File: src/rtl/mips_mem_bridge.sv
// M-stage data-memory bridge: turns lw/lh/lb/sw/sh/sb into req/ack bus transactions and
// stalls the pipeline until the access completes or times out.
module mips_mem_bridge #(
    parameter int ADDR_W      = 32,
    parameter int TIMEOUT_CYC = 255,
    parameter bit BIG_ENDIAN  = 1'b0
) (
    input  logic              clk,
    input  logic              rst,
    input  logic              memtoregM,
    input  logic              memwriteM,
    input  logic [2:0]        lshbM,
    input  logic [31:0]       aluoutM,
    input  logic [31:0]       writedataM,
    output logic [31:0]       readdataM,
    output logic              stallM,
    output logic              adelM,
    output logic              adesM,
    output logic              bus_errM,
    output logic              mem_req,
    output logic              mem_we,
    output logic [ADDR_W-1:0] mem_addr,
    output logic [3:0]        mem_wstrb,
    output logic [31:0]       mem_wdata,
    input  logic              mem_ack,
    input  logic [31:0]       mem_rdata,
    output logic [1:0]        dbgState
);
    typedef enum logic [1:0] {IDLE = 2'd0, REQ = 2'd1, DONE = 2'd2} state_t;

    localparam int CNT_W = (TIMEOUT_CYC > 2) ? $clog2(TIMEOUT_CYC) : 1;
    localparam logic [CNT_W-1:0] TO_LAST = CNT_W'((TIMEOUT_CYC > 0) ? TIMEOUT_CYC - 1 : 0);

    state_t           state;
    logic [CNT_W-1:0] cnt;
    logic [1:0]       laneQ;
    logic             hLaneQ, isByteQ, isHalfQ, isSignedQ;

    logic        access, isHalf, isByte, isSigned, misaligned, hLane;
    logic [1:0]  lane;
    logic [3:0]  strb;
    logic [31:0] wdata;
    logic [7:0]  rByte;
    logic [15:0] rHalf;
    logic [31:0] loadData;

    // Decode of the M-stage instruction; only acted on while IDLE.
    always_comb begin
        access     = memtoregM | memwriteM;
        isHalf     = (lshbM == 3'b001) || (lshbM == 3'b010);
        isByte     = (lshbM == 3'b011) || (lshbM == 3'b100);
        isSigned   = (lshbM == 3'b001) || (lshbM == 3'b011);
        lane       = BIG_ENDIAN ? (2'd3 - aluoutM[1:0]) : aluoutM[1:0];
        hLane      = BIG_ENDIAN ? ~aluoutM[1] : aluoutM[1];
        misaligned = isHalf ? aluoutM[0] : (isByte ? 1'b0 : (aluoutM[1:0] != 2'b00));
        if (isByte) begin
            strb  = 4'b0001 << lane;
            wdata = {4{writedataM[7:0]}};
        end else if (isHalf) begin
            strb  = hLane ? 4'b1100 : 4'b0011;
            wdata = {2{writedataM[15:0]}};
        end else begin
            strb  = 4'b1111;
            wdata = writedataM;
        end
        if (!memwriteM) strb = 4'b0000;
    end

    always_comb begin
        rByte = 8'h00;
        case (laneQ)
            2'd0: rByte = mem_rdata[7:0];
            2'd1: rByte = mem_rdata[15:8];
            2'd2: rByte = mem_rdata[23:16];
            2'd3: rByte = mem_rdata[31:24];
            default: rByte = 8'h00;
        endcase
        rHalf = hLaneQ ? mem_rdata[31:16] : mem_rdata[15:0];
        if (isByteQ)      loadData = {{24{isSignedQ & rByte[7]}}, rByte};
        else if (isHalfQ) loadData = {{16{isSignedQ & rHalf[15]}}, rHalf};
        else              loadData = mem_rdata;
    end

    assign adelM    = (state == IDLE) && access && misaligned && !memwriteM;
    assign adesM    = (state == IDLE) && access && misaligned && memwriteM;
    assign stallM   = ((state == IDLE) && access && !misaligned) || (state == REQ);
    assign dbgState = state;

    // Handshake: mem_req rises with every bus field valid and holds them stable until the
    // edge that samples mem_ack=1 (or the timeout); mem_ack is honoured only in REQ.
    always_ff @(posedge clk or negedge rst) begin
        if (!rst) begin
            state     <= IDLE;
            cnt       <= '0;
            mem_req   <= 1'b0;
            mem_we    <= 1'b0;
            mem_addr  <= '0;
            mem_wstrb <= 4'b0000;
            mem_wdata <= 32'h0;
            bus_errM  <= 1'b0;
            readdataM <= 32'h0;
            laneQ     <= 2'd0;
            hLaneQ    <= 1'b0;
            isByteQ   <= 1'b0;
            isHalfQ   <= 1'b0;
            isSignedQ <= 1'b0;
        end else begin
            bus_errM <= 1'b0;
            case (state)
                IDLE: begin
                    if (access && !misaligned) begin
                        state     <= REQ;
                        cnt       <= '0;
                        mem_req   <= 1'b1;
                        mem_we    <= memwriteM;
                        mem_addr  <= {aluoutM[ADDR_W-1:2], 2'b00};
                        mem_wstrb <= strb;
                        mem_wdata <= wdata;
                        laneQ     <= lane;
                        hLaneQ    <= hLane;
                        isByteQ   <= isByte;
                        isHalfQ   <= isHalf;
                        isSignedQ <= isSigned;
                    end
                end
                REQ: begin
                    if (mem_ack) begin
                        if (!mem_we) readdataM <= loadData;
                        mem_req <= 1'b0;
                        state   <= DONE;
                    end else if ((TIMEOUT_CYC != 0) && (cnt == TO_LAST)) begin
                        mem_req   <= 1'b0;
                        bus_errM  <= 1'b1;
                        readdataM <= 32'h0;
                        state     <= DONE;
                    end else begin
                        cnt <= cnt + 1'b1;
                    end
                end
                DONE:    state <= IDLE;
                default: state <= IDLE;
            endcase
        end
    end
endmodule

File: config.mk
export PLATFORM = sky130hd
export DESIGN_NAME = mips_mem_bridge
export DESIGN_NICKNAME = d
export VERILOG_FILES = /design/src/rtl/mips_mem_bridge.sv
export SDC_FILE = /design/constraint.sdc
export NUM_CORES = 1
export LEC_CHECK = 0
export ABC_AREA = 1
export BUFFER_PORTS_ARGS = -buffer_cell sky130_fd_sc_hd__buf_2
export CORE_ASPECT_RATIO = 0.7
export CORE_MARGIN = 1.5
export CORE_UTILIZATION = 54
export DETAILED_ROUTE_END_ITERATION = 16
export GPL_TIMING_DRIVEN = 1
export PLACE_DENSITY = 0.89
export SLEW_MARGIN = 5
export SYNTH_ARGS = -nofsm -noshare
export SYNTH_HDL_FRONTEND = slang
export SYNTH_SLANG_ARGS = --single-unit
File: constraint.sdc
create_clock -name clk -period 4.31 [get_ports clk]
set_clock_uncertainty 0.15 [all_clocks]
set_input_delay 0.431 -clock clk [delete_from_list [all_inputs] [get_ports clk]]
set_output_delay 0.431 -clock clk [all_outputs]
set_load 0.005 [all_outputs]
==> impl_results.md <==
* Buf/Inv on CP at 3
* Congestion Overflow GR at 0
* Int Pwr at between 3 and 4 mW
* Antenna violations before repair at 0
* Initial Util at 0.558
* Tot GR Track Use at 0.303
* Flops & latches, synth at between 100 and 150
* Post-synth ARST share at 1.00
* Clock root cell: clkbuf_16
* Crit Path Category: in -> out
* TritonCTS clock tree: built
* CP dominant cell by count: nand2_1
* CTS Buf Count at 17
* Synth-to-Final Area Change at 28.7%
* Vias per std cell at approximately 5.3
* P per Cell Area at about 690 mW/mm²
* CP Launch Type: input port
* Largest net degree at the start of global routing at 91
* Post-route cell area at 0.00750 mm²
* Filler cells at 820
* Share of layout cells above drive strength 1 at 0.250
* Top FF cell, synth: dfrtp_1
* Gate Count Post-Synth at ~800
* Vias in the first global route at 5426
* Max Cap Violations at 0
* # Post-CTS Setup Buffers at 0
* Net Sw Frac at 0.384
* Clk_lat worst skew at approximately 400 ps
* Setup TNS at 0 ps
* CTS Sinks at between 100 and 150
* Crit-path max FO at 90
* Overall die area at 0.0114 mm²
* Gate power share at 0.366
* Worst path top cell family by delay: buffers and inverters
* Final Hold Viols at 0
* Sequential share of power at 0.367
* Final ANT Viol Nets at 0
* Avg Cell Area, Syn at 7.21 µm²
* Clk pwr share at 0.267
* Ant. Diodes at 0
* Iter 0 DRT Violations at 643
* VDD IR-drop max at 433 µV
* Clock Path Buffers at 2
* I/O Pins at 212
* RSZ-0062 raised after global routing: false
* CTS resizes at 0
* Final min period at around 2900 ps
* F_max at approximately 340 MHz
* Slowest CP cell: buf_4
* Residual DRC count at 0
* Num rows at 31
* WL/cell at 14.8 µm
* Number of synthesized flops with an enable pin at 0
* P_sw at slightly below 2 mW
* Final Max Slew Viols at 0
* Total Power at ~5.1 mW
* Final period utilization at 0.675
* FF-to-FF setup slack at 1930 ps
* Yosys Warn Count at 0
* Storage cell area at ~0.0029 mm²
* Synth unique cells at 24
* Measured slew at the worst slew-check pin at around 1000 ps
* Worst Setup End Kind: output pin
* Pleak at 4.44 nW
* Tightest Hold Check Type: in -> reg
* Placed inst area at 0.00690 mm²
* Hpwl dp at about 12 mm
* Critical Path AT at around 2300 ps
* Reg clk slew, reported paths at around 60 ps
* Die width at around 130 µm
* Max-slew headroom at 0.319
* Crit-path max cell delay at between 600 and 700 ps
* Global placement routability congestion at approximately 0.96
* Worst EP required at approximately 3700 ps
* # setup viols final at 0
* CP cell instances: buf_2, nand2_1, nand2_1, nand2_1, nand3_1, nand3_4, buf_4, nand2_1, buf_2
* Status: complete, no violations
* Fin nets at approximately 1.1k
* Initial DRT Pass Iterations at 5
* # port buffers at 209
* Die height at between 80 and 90 µm
* H-tree depth at 4
* Post-synthesis sequential area ratio at 0.498
* Mapped cell area at just under 0.006 mm²
* First-pass GRT wire length at 27.4 mm
* Footprint of the multi-input gates at about 0.0025 mm²
* Via count at ~6.0k
* Routed WL at about 17 mm
* CORE AREA at about 0.010 mm²
-- path summary, 6_finish.rpt --
kind | to | cells past startpoint | startpoint
worst max-delay path | stallM | 9 | lshbM[0]
min in group asynchronous | readdataM[3]$_DFFE_PN0P_ | 2 | rst
worst min register to register | readdataM[19]$_DFFE_PN0P_ | 2 | readdataM[19]$_DFFE_PN0P_
max in group asynchronous | cnt[3]$_DFFE_PN0P_ | 3 | rst
worst max register to register | mem_wdata[1]$_DFFE_PN0P_ | 6 | dbgState[0]$_DFFE_PN0P_
worst min-delay path | mem_addr[7]$_DFFE_PN0P_ | 3 | aluoutM[7]
-- power by group through the flow --
stage                     clock network [mW]  logic, mW  registers [mW]
after floorplan                            0       1.06            1.88
after global placement                     0       1.80            1.88
after detailed placement                   0       1.85            1.89
after CTS                               1.39       1.88            1.88
after global routing                    1.45       2.13            1.95
final                                   1.38       1.88            1.89
-- registers in the layout, indices dropped and copies added (netlist names) --
name and flops:
isHalfQ 1, cnt 8, mem_wstrb 4, readdataM 32, mem_req 1, mem_wdata 32, mem_addr 30, bus_errM 1
mem_we 1, isSignedQ 1, laneQ 2, dbgState 2, isByteQ 1
-- cells in the final DEF, fill, tap and decap left out, drive strengths merged --
cell         count
nand4            2
dlygate4sd3      1
nand3b           1
nand3           86
o21ai           31
o22ai            6
o211ai          14
or2              2
ha               2
a21oi           10
conb             2
nor3b            1
buf            217
dfrtp          116
inv             56
o2111ai          1
clkinv           5
nor3             5
clkbuf          18
nand2          403
nor2            32
bufinv           2
clkinvlp         3
-- worst min-delay path: stages --
cell	delay [ps]
buf_2	80
nand2_1	40
nand2_1	40
-- metrics by stage --
step,std cells,utilization,hold slack (ps),setup slack [ps]
2_1_floorplan,809,-,-14.6,2440
3_3_place_gp,1115,0.662,299,1510
3_5_place_dp,1115,0.662,305,1450
4_1_cts,1148,0.718,57.6,1430
5_1_grt,1148,0.718,77.8,1120
6_report,1148,0.718,66.3,1400
-- metal layers --
metal | global-route usage | vias up | wire length [µm]
met5 | 0 | - | 0
met4 | 0.0871 | 0 | 284
met3 | 0.0804 | 28 | 1620
met2 | 0.450 | 343 | 7620
met1 | 0.441 | 2732 | 7510
li1 | - | 2928 | -
-- logic make-up after synthesis --
logic type	after synthesis	share of synthesized area
compound gates	62	0.0612
fa+ha+maj	2	0.00429
buf+inv	95	0.0689
flops	116	0.498
other cells	1	0.000644
simple gates	532	0.367
-- cell usage after synthesis, drive strengths merged (5+ instances only) --
| library cell | n | share of area |
|---|---|---|
| nand3 | 86 | 0.075 |
| nor2 | 32 | 0.021 |
| nor3 | 5 | 0.0043 |
| buf | 18 | 0.019 |
| o22ai | 6 | 0.0064 |
| clkbuf | 25 | 0.016 |
| nand2 | 403 | 0.26 |
| dfrtp | 116 | 0.50 |
| o21ai | 31 | 0.027 |
| inv | 52 | 0.034 |
| a21oi | 10 | 0.0086 |
| o211ai | 14 | 0.018 |
-- cell type report --
type / count / share of cell area
Tap cell: 132 / 0.0220
Clock inverter: 14 / 0.0204
Clock buffer: 18 / 0.0573
Multi-Input combinational cell: 598 / 0.338
Sequential cell: 116 / 0.387
Inverter: 52 / 0.0260
Timing Repair Buffer: 218 / 0.149
-- timing repair --
action / in CTS / in global routing
hold buffers: 1 / 0
setup endpoints to repair: 0 / 0
hold endpoints to repair: 15 / 0
No activity file was read; power rests on OpenSTA's default activity.
